$ cat src/rtl/vending_pkg.sv
// Shared definitions for the vending controller: coin encodings, denomination
// values, controller state encoding, default prices and coin helpers.
package vending_pkg;

   localparam int unsigned COIN_W     = 2;
   localparam int unsigned CREDIT_W   = 5;
   localparam int unsigned SUM_W      = 6;
   localparam int unsigned CREDIT_MAX = 31;

   typedef enum logic [COIN_W-1:0] {
      COIN_NONE = 2'b00,
      COIN_1    = 2'b01,
      COIN_5    = 2'b10,
      COIN_10   = 2'b11
   } coin_e;

   localparam logic [CREDIT_W-1:0] VAL_1  = 5'd1;
   localparam logic [CREDIT_W-1:0] VAL_5  = 5'd5;
   localparam logic [CREDIT_W-1:0] VAL_10 = 5'd10;

   typedef enum logic [1:0] {
      IDLE     = 2'd0,
      CREDIT   = 2'd1,
      DISPENSE = 2'd2,
      CHANGE   = 2'd3
   } state_e;

   localparam logic [CREDIT_W-1:0] PRICE_0_DEF = 5'd5;
   localparam logic [CREDIT_W-1:0] PRICE_1_DEF = 5'd8;
   localparam logic [CREDIT_W-1:0] PRICE_2_DEF = 5'd12;
   localparam logic [CREDIT_W-1:0] PRICE_3_DEF = 5'd15;

   // Monetary value of a coin code
   function automatic logic [CREDIT_W-1:0] coin_value(input logic [COIN_W-1:0] c);
      logic [CREDIT_W-1:0] v;
      unique case (c)
         COIN_1:  v = VAL_1;
         COIN_5:  v = VAL_5;
         COIN_10: v = VAL_10;
         default: v = '0;
      endcase
      return v;
   endfunction

   // Largest denomination not exceeding the given credit
   function automatic logic [COIN_W-1:0] change_coin_for(input logic [CREDIT_W-1:0] credit);
      logic [COIN_W-1:0] c;
      if (credit >= VAL_10)      c = COIN_10;
      else if (credit >= VAL_5)  c = COIN_5;
      else if (credit != '0)     c = COIN_1;
      else                       c = COIN_NONE;
      return c;
   endfunction

endpackage

$ cat src/rtl/vending_controller_if.sv
// Customer-side and actuator-side signal bundle of the vending controller.
// slave  : the controller (consumes coin/selection inputs, drives actuators)
// master : the environment (coin acceptor, buttons, actuator sinks)
interface vending_controller_if;
   import vending_pkg::*;

   logic [COIN_W-1:0]   coin_in;
   logic [1:0]          product_sel;
   logic                select_valid;
   logic                cancel;
   logic [CREDIT_W-1:0] credit;
   logic                dispense;
   logic [1:0]          product_out;
   logic [COIN_W-1:0]   change_coin;
   logic                coin_reject;
   logic                insufficient;
   logic                busy;

   modport slave (
      input  coin_in, product_sel, select_valid, cancel,
      output credit, dispense, product_out, change_coin,
             coin_reject, insufficient, busy
   );

   modport master (
      output coin_in, product_sel, select_valid, cancel,
      input  credit, dispense, product_out, change_coin,
             coin_reject, insufficient, busy
   );
endinterface

$ cat src/rtl/vending_controller_coin_edge_detect.sv
// Coin insertion edge detector.
// clk, rst_n : clock, async active-low reset
// i_coin     : raw coin acceptor level
// o_edge_c   : strobe, coin present now and absent last cycle
// o_value_c  : decoded value of i_coin
module coin_edge_detect
   import vending_pkg::*;
(
   input  logic                clk,
   input  logic                rst_n,
   input  logic [COIN_W-1:0]   i_coin,
   output logic                o_edge_c,
   output logic [CREDIT_W-1:0] o_value_c
);

   logic [COIN_W-1:0] r_coin_prev;

   // Previous coin level, tracked every cycle regardless of controller state
   always_ff @(posedge clk or negedge rst_n) begin
      if (!rst_n) r_coin_prev <= COIN_W'(COIN_NONE);
      else        r_coin_prev <= i_coin;
   end

   assign o_edge_c  = (i_coin != COIN_W'(COIN_NONE)) && (r_coin_prev == COIN_W'(COIN_NONE));
   assign o_value_c = coin_value(i_coin);

endmodule

$ cat src/rtl/vending_controller.sv
// Vending machine sequencer: holds customer credit, credits coin edges,
// evaluates selections against prices, pulses dispense, then pays out the
// remaining credit as alternating change-coin / gap cycles.
// clk   : system clock
// reset : async active-low reset
// bus   : slave side of vending_controller_if (coin/selection in, actuators out)
module vending_controller
   import vending_pkg::*;
#(
   parameter logic [CREDIT_W-1:0] PRICE_0 = PRICE_0_DEF,
   parameter logic [CREDIT_W-1:0] PRICE_1 = PRICE_1_DEF,
   parameter logic [CREDIT_W-1:0] PRICE_2 = PRICE_2_DEF,
   parameter logic [CREDIT_W-1:0] PRICE_3 = PRICE_3_DEF
)(
   input  logic                 clk,
   input  logic                 reset,
   vending_controller_if.slave  bus
);

   state_e              r_state;
   logic [CREDIT_W-1:0] r_credit;
   logic                r_dispense;
   logic [1:0]          r_product_out;
   logic [COIN_W-1:0]   r_change_coin;
   logic                r_coin_reject;
   logic                r_insufficient;
   logic                r_busy;
   logic                r_emit_phase;    // current CHANGE cycle is an emit cycle

   logic                w_coin_edge;
   logic [CREDIT_W-1:0] w_coin_value;
   logic [CREDIT_W-1:0] w_price;
   logic [SUM_W-1:0]    w_sum;
   logic                w_fits;
   logic [COIN_W-1:0]   w_chg_coin;
   logic [CREDIT_W-1:0] w_chg_value;

   coin_edge_detect u_coin_edge (
      .clk       (clk),
      .rst_n     (reset),
      .i_coin    (bus.coin_in),
      .o_edge_c  (w_coin_edge),
      .o_value_c (w_coin_value)
   );

   // Price of the product currently on the selection lines
   always_comb begin
      w_price = PRICE_0;
      unique case (bus.product_sel)
         2'b00: w_price = PRICE_0;
         2'b01: w_price = PRICE_1;
         2'b10: w_price = PRICE_2;
         2'b11: w_price = PRICE_3;
         default: w_price = PRICE_0;
      endcase
   end

   // Widened sum so an overflowing coin is detected instead of wrapping
   assign w_sum       = SUM_W'(r_credit) + SUM_W'(w_coin_value);
   assign w_fits      = (w_sum <= SUM_W'(CREDIT_MAX));
   assign w_chg_coin  = change_coin_for(r_credit);
   assign w_chg_value = coin_value(w_chg_coin);

   // Controller FSM with registered outputs
   always_ff @(posedge clk or negedge reset) begin
      if (!reset) begin
         r_state        <= IDLE;
         r_credit       <= '0;
         r_dispense     <= 1'b0;
         r_product_out  <= 2'b00;
         r_change_coin  <= COIN_W'(COIN_NONE);
         r_coin_reject  <= 1'b0;
         r_insufficient <= 1'b0;
         r_busy         <= 1'b0;
         r_emit_phase   <= 1'b0;
      end else begin
         r_dispense     <= 1'b0;
         r_product_out  <= 2'b00;
         r_change_coin  <= COIN_W'(COIN_NONE);
         r_coin_reject  <= 1'b0;
         r_insufficient <= 1'b0;

         unique case (r_state)
            IDLE: begin
               r_insufficient <= bus.select_valid;
               if (w_coin_edge) begin
                  if (w_fits) begin
                     r_credit <= r_credit + w_coin_value;
                     r_state  <= CREDIT;
                  end else begin
                     r_coin_reject <= 1'b1;
                  end
               end
            end

            CREDIT: begin
               if (bus.cancel) begin
                  // Refund starts immediately: first coin goes out next cycle
                  r_coin_reject <= w_coin_edge;
                  r_state       <= CHANGE;
                  r_busy        <= 1'b1;
                  r_change_coin <= w_chg_coin;
                  r_credit      <= r_credit - w_chg_value;
                  r_emit_phase  <= 1'b1;
               end else if (bus.select_valid) begin
                  r_coin_reject <= w_coin_edge;
                  if (r_credit >= w_price) begin
                     r_credit      <= r_credit - w_price;
                     r_dispense    <= 1'b1;
                     r_product_out <= bus.product_sel;
                     r_busy        <= 1'b1;
                     r_state       <= DISPENSE;
                  end else begin
                     r_insufficient <= 1'b1;
                  end
               end else if (w_coin_edge) begin
                  if (w_fits) r_credit      <= r_credit + w_coin_value;
                  else        r_coin_reject <= 1'b1;
               end
            end

            DISPENSE: begin
               r_coin_reject <= w_coin_edge;
               if (r_credit == '0) begin
                  r_state <= IDLE;
                  r_busy  <= 1'b0;
               end else begin
                  r_state       <= CHANGE;
                  r_change_coin <= w_chg_coin;
                  r_credit      <= r_credit - w_chg_value;
                  r_emit_phase  <= 1'b1;
               end
            end

            CHANGE: begin
               r_coin_reject <= w_coin_edge;
               if (r_emit_phase) begin
                  r_emit_phase <= 1'b0;
               end else if (r_credit == '0) begin
                  r_state <= IDLE;
                  r_busy  <= 1'b0;
               end else begin
                  r_change_coin <= w_chg_coin;
                  r_credit      <= r_credit - w_chg_value;
                  r_emit_phase  <= 1'b1;
               end
            end

            default: begin
               r_state <= IDLE;
               r_busy  <= 1'b0;
            end
         endcase
      end
   end

   assign bus.credit       = r_credit;
   assign bus.dispense     = r_dispense;
   assign bus.product_out  = r_product_out;
   assign bus.change_coin  = r_change_coin;
   assign bus.coin_reject  = r_coin_reject;
   assign bus.insufficient = r_insufficient;
   assign bus.busy         = r_busy;

endmodule

$ cat src/flat_wrapper.sv
// flat-port wrapper written by rule: the top's interface ports become plain ports
module vending_controller_flat import vending_pkg::*;
#(
   parameter logic [CREDIT_W-1:0] PRICE_0 = PRICE_0_DEF,
   parameter logic [CREDIT_W-1:0] PRICE_1 = PRICE_1_DEF,
   parameter logic [CREDIT_W-1:0] PRICE_2 = PRICE_2_DEF,
   parameter logic [CREDIT_W-1:0] PRICE_3 = PRICE_3_DEF
)
  (clk, reset, bus_coin_in, bus_product_sel, bus_select_valid, bus_cancel, bus_credit, bus_dispense, bus_product_out, bus_change_coin, bus_coin_reject, bus_insufficient, bus_busy);
  vending_controller_if bus_i ();
  input  logic clk;
  input  logic reset;
  input wire logic [$bits(bus_i.coin_in)-1:0] bus_coin_in;
  input wire logic [$bits(bus_i.product_sel)-1:0] bus_product_sel;
  input wire logic [$bits(bus_i.select_valid)-1:0] bus_select_valid;
  input wire logic [$bits(bus_i.cancel)-1:0] bus_cancel;
  output wire logic [$bits(bus_i.credit)-1:0] bus_credit;
  output wire logic [$bits(bus_i.dispense)-1:0] bus_dispense;
  output wire logic [$bits(bus_i.product_out)-1:0] bus_product_out;
  output wire logic [$bits(bus_i.change_coin)-1:0] bus_change_coin;
  output wire logic [$bits(bus_i.coin_reject)-1:0] bus_coin_reject;
  output wire logic [$bits(bus_i.insufficient)-1:0] bus_insufficient;
  output wire logic [$bits(bus_i.busy)-1:0] bus_busy;
  assign bus_i.coin_in = bus_coin_in;
  assign bus_i.product_sel = bus_product_sel;
  assign bus_i.select_valid = bus_select_valid;
  assign bus_i.cancel = bus_cancel;
  assign bus_credit = bus_i.credit;
  assign bus_dispense = bus_i.dispense;
  assign bus_product_out = bus_i.product_out;
  assign bus_change_coin = bus_i.change_coin;
  assign bus_coin_reject = bus_i.coin_reject;
  assign bus_insufficient = bus_i.insufficient;
  assign bus_busy = bus_i.busy;
  vending_controller #(.PRICE_0(PRICE_0), .PRICE_1(PRICE_1), .PRICE_2(PRICE_2), .PRICE_3(PRICE_3)) u_core (.clk(clk), .reset(reset), .bus(bus_i));
endmodule
$ cat config.mk
export PLATFORM = sky130hd
export DESIGN_NAME = vending_controller_flat
export DESIGN_NICKNAME = d
export VERILOG_FILES = /design/src/rtl/vending_pkg.sv /design/src/rtl/vending_controller_if.sv /design/src/rtl/vending_controller_coin_edge_detect.sv /design/src/rtl/vending_controller.sv /design/src/flat_wrapper.sv
export SDC_FILE = /design/constraint.sdc
export NUM_CORES = 1
export LEC_CHECK = 0
export CAP_MARGIN = 20
export CORE_AREA = 5 5 84 86
export CTS_BUF_LIST = sky130_fd_sc_hd__clkbuf_16
export DETAILED_ROUTE_END_ITERATION = 8
export DIE_AREA = 0 0 89 91
export PLACE_DENSITY = 0.49
export SETUP_SLACK_MARGIN = 0.05
export SLEW_MARGIN = 20
export SYNTH_ARGS = -nofsm -noshare
export SYNTH_HDL_FRONTEND = slang
export SYNTH_SLANG_ARGS = --single-unit
$ cat constraint.sdc
create_clock -name clk -period 3.3 [get_ports clk]
set_input_delay 0.99 -clock clk [delete_from_list [all_inputs] [get_ports clk]]
set_output_delay 0.99 -clock clk [all_outputs]
set_load 0.02 [all_outputs]
# --- Word-level counts from Yosys, hierarchy flattened ---
# Cells that the tools add are included.
classes:
  n_lt_le_gt_ge: 4
  reduce_logical: 13
  mux: 55
  addsub: 4
  eq_ne: 21
op_table:
  columns: ["cell", "n"]
  rows:
  - ["$pmux 5 s4", 2]
  - ["$mux 5", 7]
  - ["$mux 2", 17]
  - ["$pmux 4 s3", 2]
  - ["$mux 1", 21]
  - ["$eq 2x2->1 const B", 8]
  - ["$pmux 1 s3", 3]
  - ["$eq 2x1->1 const B", 4]
  - ["$pmux 2 s4", 1]
  - ["$add 5x4->6", 1]
  - ["$le 6x5->1 const B", 1]
  - ["$logic_not 2->1", 3]
  - ["$ne 2x1->1 const B", 3]
  - ["$ne 2x2->1 const B", 3]
  - ["$pmux 2 s3", 1]
  - ["$reduce_and 6->1", 1]
  - ["$add 5x4->5", 1]
  - ["$ge 5x3->1 const B", 1]
  - ["$ge 5x4->1 const B", 1]
  - ["$ge 5x5->1", 1]
  - ["$logic_not 5->1", 1]
  - ["$reduce_bool 5->1", 1]
  - ["$sub 5x4->5", 1]
  - ["$sub 5x5->5", 1]
  - ["other kinds (11)", 11]
word_totals:
  elab_cells: 107
  ff_bits: 18
  input_bits: 8

# --- Logic depth before layout (Yosys ltp) ---
# Gate-level depths: netlist (run 1).
logic_depth:
  word_depth: 10
  mapped_depth: 15
  ltp_nobuf: 14

# --- Hierarchy ---
# From an unflattened synthesis (run 1), not the netlist that was laid out.
hier_totals:
  cells_unflattened: 189
  hier_area_um2: 1682.9
by_module_without_submodules:
  columns: ["mod", "area_each_um2", "seq_area_each_um2", "instances", "cells_per_inst"]
  rows:
  - ["vending_controller", 1559.0, 400.4, 1, 178]
  - ["coin_edge_detect", 123.9, 50.0, 1, 11]

# --- Least setup slack after synthesis (run 1) ---
# Ideal clock, no wire load.
synth_path:
  path_kind: "register to register"
  startpoint: "register u_core.r_credit[1] (netlist: u_core.bus.credit[1])"
  endpoint: "register u_core.r_credit[2] (netlist: u_core.bus.credit[2])"
  path_stages_with_launch: 13
  arrival_ns: 3.035
  path_slack_ns: 0.191
  path_buffers: 1
  cell_sequence: "dfrtp_1 -> buf_2 -> or2_1 -> a211o_1 -> ha_1 -> ha_1 -> fa_1 -> xnor2_1 -> a22oi_1 -> nor2_1 -> nor2_1 -> mux2_4 -> o21ai_2"
synth_between:
  elab_chain_len: 10
  word_cells_on_any_way: 27
  cone_classes: "4 x add/sub; 4 x order compare; 4 x eq/ne; 12 x mux; 3 x reduce/logical"
synth_rtl:
  columns: ["item", "line_no", "rtl"]
  rows:
  - ["start, declared", "vending_controller.sv:21", "logic [CREDIT_W-1:0] r_credit;"]
  - ["start signal, assigned", "vending_controller.sv:88", "r_credit <= r_credit + w_coin_value;"]
  - ["start signal, assigned", "vending_controller.sv:103", "r_credit <= r_credit - w_chg_value;"]
  - ["start signal, assigned", "vending_controller.sv:108", "r_credit <= r_credit - w_price;"]
  - ["branches (longest 10 deep; another with $ge 5x3->1)", null, null]
# Parallel ways; which one is timed is not known. The select of a mux whose other input is x is not followed.
# A chain may end at the register's enable or synchronous reset.

# --- Worst setup path after layout (run 1) ---
layout_path:
  startpoint: "input bus_coin_in[0]"
  endpoint: "register u_core.r_credit[3] (netlist: u_core.bus.credit[3])"
layout_between:
  elab_chain_len: 9
  word_cells_on_any_way: 14
  cone_classes: "2 x add/sub; 1 x order compare; 3 x eq/ne; 6 x mux; 2 x reduce/logical"
layout_rtl:
  columns: ["item", "line_no", "rtl"]
  rows:
  - ["start, declared", "flat_wrapper.sv:13", "input wire logic [$bits(bus_i.coin_in)-1:0] bus_coin_in;"]
  - ["$eq 2x2->1 or $eq 2x1->1 (tied branches)", "vending_pkg.sv:36", "unique case (c)"]
  - ["$pmux 4 s3", "vending_pkg.sv:36", null]
  - ["$add 5x4->6", "vending_controller.sv:59", "assign w_sum = SUM_W'(r_credit) + SUM_W'(w_coin_value);"]
  - ["$le 6x5->1", "vending_controller.sv:60", "assign w_fits = (w_sum <= SUM_W'(CREDIT_MAX));"]
  - ["$mux 5", "vending_controller.sv:87, vending_controller.sv:117", null]
  - ["$mux 5 (*)", "vending_controller.sv:116", "end else if (w_coin_edge) begin"]
  - ["$mux 5", "vending_controller.sv:105", "end else if (bus.select_valid) begin"]
  - ["$mux 5", "vending_controller.sv:97", "if (bus.cancel) begin"]
  - ["$pmux 5 s4 (*)", "vending_controller.sv:83", "unique case (r_state)"]
  - ["end signal, assigned", "vending_controller.sv:88", null]
  - ["end signal, assigned", "vending_controller.sv:108", null]
  - ["end signal, assigned", "vending_controller.sv:117", "if (w_fits) r_credit <= r_credit + w_coin_value;"]
# Mark *: on every way between the ends. The rest lies on a longest branch, timed or not.

==> results of run 1 <==
-- sequential cells by signal (all words and copies together) (netlist names) --
signal and cells:
u_core.u_coin_edge.r_coin_prev 2, u_core.bus.dispense 1, u_core.bus.change_coin 2, u_core.bus.insufficient 1
u_core.r_state 2, u_core.bus.product_out 2, u_core.bus.busy 1, u_core.bus.coin_reject 1
u_core.r_emit_phase 1, u_core.bus.credit 5
-- power by group through the flow --
stage          Sequential (µW)  Combinational, µW  Clock, µW
2_1_floorplan              419               1120          0
6_report                   383               1860        243
5_1_grt                    392               2060        254
3_3_place_gp               384               1800          0
3_5_place_dp               384               1800          0
4_1_cts                    382               1820        246
-- per-layer routing --
layer | global-route usage [%] | routed length (µm) | vias to the layer above
li1 | - | - | 881
met1 | 19.7 | 2700 | 881
met2 | 19.3 | 2360 | 25
met3 | 1.09 | 149 | 4
met4 | 4.84 | 61 | 0
met5 | 0 | 0 | -
-- cells in the final DEF, fill, tap and decap left out, drive strengths merged, types with 4 or more instances in the layout --
| cell type | count |
|---|---|
| a211oi | 5 |
| a21oi | 12 |
| and2 | 5 |
| buf | 37 |
| clkdlybuf4s50 | 17 |
| dfrtp | 18 |
| ha | 20 |
| inv | 16 |
| nand2 | 29 |
| nor2 | 20 |
| nor2b | 4 |
| nor4 | 4 |
| o211ai | 5 |
| o21ai | 14 |
| xnor2 | 4 |
| xor2 | 4 |
-- metrics by stage --
stage	setup TNS, ns	area [µm²]	setup WS, ns
floorplan	0	1780	0.191
global placement	-0.976	2280	-0.256
detailed placement	-1.14	2280	-0.300
CTS	0	2370	0.0184
global route	0	2450	0.0558
finish	0	2450	0.178
-- timing repair --
action,in CTS,in global routing
setup endpoints to repair,3,6
setup buffers,1,1
resized for setup,1,19
hold buffers,0,0
pin swaps,2,4
-- kinds of logic (layout without fill, tap and decap cells) --
logic type | Yosys count | in the layout | share of synthesized area (%)
and+or+nand+nor | 82 | 82 | 22.8
xor gates and xnor gates | 8 | 8 | 3.93
adders and majority gates | 22 | 22 | 16.3
muxes | 3 | 3 | 2.03
AOI/OAI and AO/OA | 60 | 60 | 22.9
buffers and inverters | 27 | 76 | 6.80
DFF | 18 | 18 | 25.2
-- synth_stat cells, types with 2 or more instances --
library cell,number
o21ai_0,5
nand3_1,2
nor2_1,19
nor3b_1,2
or3_1,2
o2bb2ai_1,2
inv_2,3
fa_1,2
and2_1,5
xnor2_1,4
dfrtp_1,18
nor4_1,4
o21ai_1,8
a31oi_1,2
inv_1,13
o211ai_1,5
clkbuf_1,5
o22ai_1,2
buf_6,2
ha_1,20
nor3_1,2
xor2_1,4
a221o_1,2
a21oi_1,12
nand2b_1,3
nor2b_1,4
a211o_1,2
o31ai_1,2
and3_1,2
buf_2,4
nand2_1,29
a211oi_1,5
-- worst max-delay path: stages --
cell,delay [ns]
clkdlybuf4s50_1,0.47
inv_1,0.06
ha_1,0.21
ha_1,0.34
o211a_1,0.17
a211oi_2,0.05
or3_1,0.39
a31oi_4,0.17
o211ai_1,0.11
a221o_1,0.30
-- worst max path at each step --
| stage | start | end | slack [ns] | cells past startpoint |
|---|---|---|---|---|
| after floorplan | u_core.bus.credit[1] | u_core.bus.credit[2] | 0.19 | 12 |
| after global placement | bus_product_sel[0] | u_core.bus.credit[4] | -0.26 | 13 |
| after detailed placement | bus_product_sel[0] | u_core.bus.credit[4] | -0.30 | 13 |
| after CTS | bus_product_sel[0] | u_core.bus.credit[4] | 0.02 | 13 |
| after global routing | bus_coin_in[0] | u_core.bus.credit[0] | 0.06 | 11 |
| final | bus_coin_in[0] | u_core.bus.credit[3] | 0.18 | 10 |
-- final cells by class --
type | count | share of cell area, %
clock buffer | 3 | 3.06
inverter | 16 | 2.45
multi-input combinational | 175 | 52.4
sequential | 18 | 18.4
tap | 77 | 3.93
timing repair buffer | 57 | 19.8
==> impl_metrics.env, run 1 <==
export IMPL_outcome="completed"
export IMPL_antenna_cells=0
export IMPL_antenna_found_initial=0
export IMPL_die_w_um=89
export IMPL_rrSetupSlack_ns=0.21
export IMPL_syn_inst=220
export IMPL_core_mm2=0.00620
export IMPL_multi_input_area_mm2=0.00128
export IMPL_synth_fp_nets=250
export IMPL_worstReg2RegStart="u_core.bus.credit[0]"
export IMPL_clkPwrFrac_pct=9.8
export IMPL_vias=1791
export IMPL_drv_cap=0
export IMPL_vdd_drop_max_mv=0.554
export IMPL_worstReg2RegEnd="u_core.bus.credit[2]"
export IMPL_power_density_mw_per_mm2=1020
export IMPL_clkTransAtPathRegs_ns=0.05
export IMPL_synth_top_area_share_pct=25.2
export IMPL_dpl_hpwl_um=4030
export IMPL_hold_violations=0
export IMPL_cp_end_kind="register"
export IMPL_ys_async_sr_fraction_pct=100
export IMPL_holdCritStartpoint="u_core.r_emit_phase"
export IMPL_start_util_pct=28.8
export IMPL_fin_crit_ns=3.12
export IMPL_power_uw=2490
export IMPL_ys_flop_type="dfrtp_1"
export IMPL_max_freq_mhz=320
export IMPL_critPathKind="in -> reg"
export IMPL_pwr_share_seq_pct=15.4
export IMPL_drv_slew=0
export IMPL_synth_area_mm2=0.00178
export IMPL_fin_util_pct=39.5
export IMPL_startpoint_type="input port"
export IMPL_placed_cells=341
export IMPL_yosys_area_top_type="dfrtp_1"
export IMPL_grt_pass1_vias=1655
export IMPL_root_buffer="clkbuf_16"
export IMPL_synth_distinct_cells=56
export IMPL_holdPathEnd="u_core.r_emit_phase"
export IMPL_ys_ff_latch=18
export IMPL_fin_crit_sh_pct=94.6
export IMPL_ioPinCount=21
export IMPL_final_nets=301
export IMPL_cp_max_fo=4
export IMPL_ys_seq_area_share_pct=25.2
export IMPL_ff_latch_area_um2=450
export IMPL_syn_avg_cell_area_um2=8.11
export IMPL_die_h_um=91
export IMPL_switchingPower_uw=1130
export IMPL_grtUsageTotal_pct=13.1
export IMPL_area_growth_pct=37.4
export IMPL_hold_ws_ns=0.521
export IMPL_grt_overflow=0
export IMPL_ctsHtreeMaxLevel=1
export IMPL_rsz0062_at_grt="no"
export IMPL_grt_max_degree=19
export IMPL_dieArea_mm2=0.00810
export IMPL_cts_buffers=3
export IMPL_grt_pass1_wl_um=8290
export IMPL_power_internal_uw=1360
export IMPL_fillers=650
export IMPL_worstPathArrival_ns=3.26
export IMPL_place_gp_congestion=0.822
export IMPL_cts_tree="done"
export IMPL_setup_viol=0
export IMPL_synth_edf_count=0
export IMPL_skew_ns=0.00322
export IMPL_hold_path_class="reg -> reg"
export IMPL_p_leak_uw=0.00111
export IMPL_reg2regPathDepth=11
export IMPL_postRouteAntennaNets=0
export IMPL_numPortBuffers=20
export IMPL_power_frac_comb_pct=74.9
export IMPL_drtPass1Iterations=4
export IMPL_drt_total_wl_um=5270
export IMPL_clock_latency_ns=0.25
export IMPL_wl_per_cell_um=15.2
export IMPL_final_layout_size_suffix_gt1_share_pct=23.4
export IMPL_drtIter0Drc=94
export IMPL_synth_area_leaders="dfrtp_1 25%, ha_1 14%, nand2_1 6.1%"
export IMPL_rows=29
export IMPL_final_instance_count_excl_fill=346
export IMPL_p_sw_share_pct=45.4
export IMPL_worst_pin_slew_ns=0.846
export IMPL_yosys_warnings=0
export IMPL_min_path_cells=1
export IMPL_clock_sinks=18
export IMPL_clockBufferDepth=2
export IMPL_vias_per_cell=5.18
export IMPL_required_ns=3.43
export IMPL_slew_headroom_pct=43.4
export IMPL_drc=0
Note: power is estimated with default switching activity, not from simulation.
==> run 2: changes to the inputs <==
--- a/config.mk
+++ b/config.mk
@@ -12,7 +12,6 @@
 export DIE_AREA = 0 0 89 91
 export PLACE_DENSITY = 0.49
 export SETUP_SLACK_MARGIN = 0.05
-export SLEW_MARGIN = 20
 export SYNTH_ARGS = -nofsm -noshare
 export SYNTH_HDL_FRONTEND = slang
 export SYNTH_SLANG_ARGS = --single-unit
==> results of run 2 <==
Final layout, timing and power as in run 1 (identical DEF).
==> run 3: changes to the inputs <==
--- a/config.mk
+++ b/config.mk
@@ -10,6 +10,7 @@
 export CTS_BUF_LIST = sky130_fd_sc_hd__clkbuf_16
 export DETAILED_ROUTE_END_ITERATION = 8
 export DIE_AREA = 0 0 89 91
+export GPL_TIMING_DRIVEN = 1
 export PLACE_DENSITY = 0.49
 export SETUP_SLACK_MARGIN = 0.05
 export SYNTH_ARGS = -nofsm -noshare
==> results of run 3 <==
Final layout, timing and power as in run 1 (identical DEF).
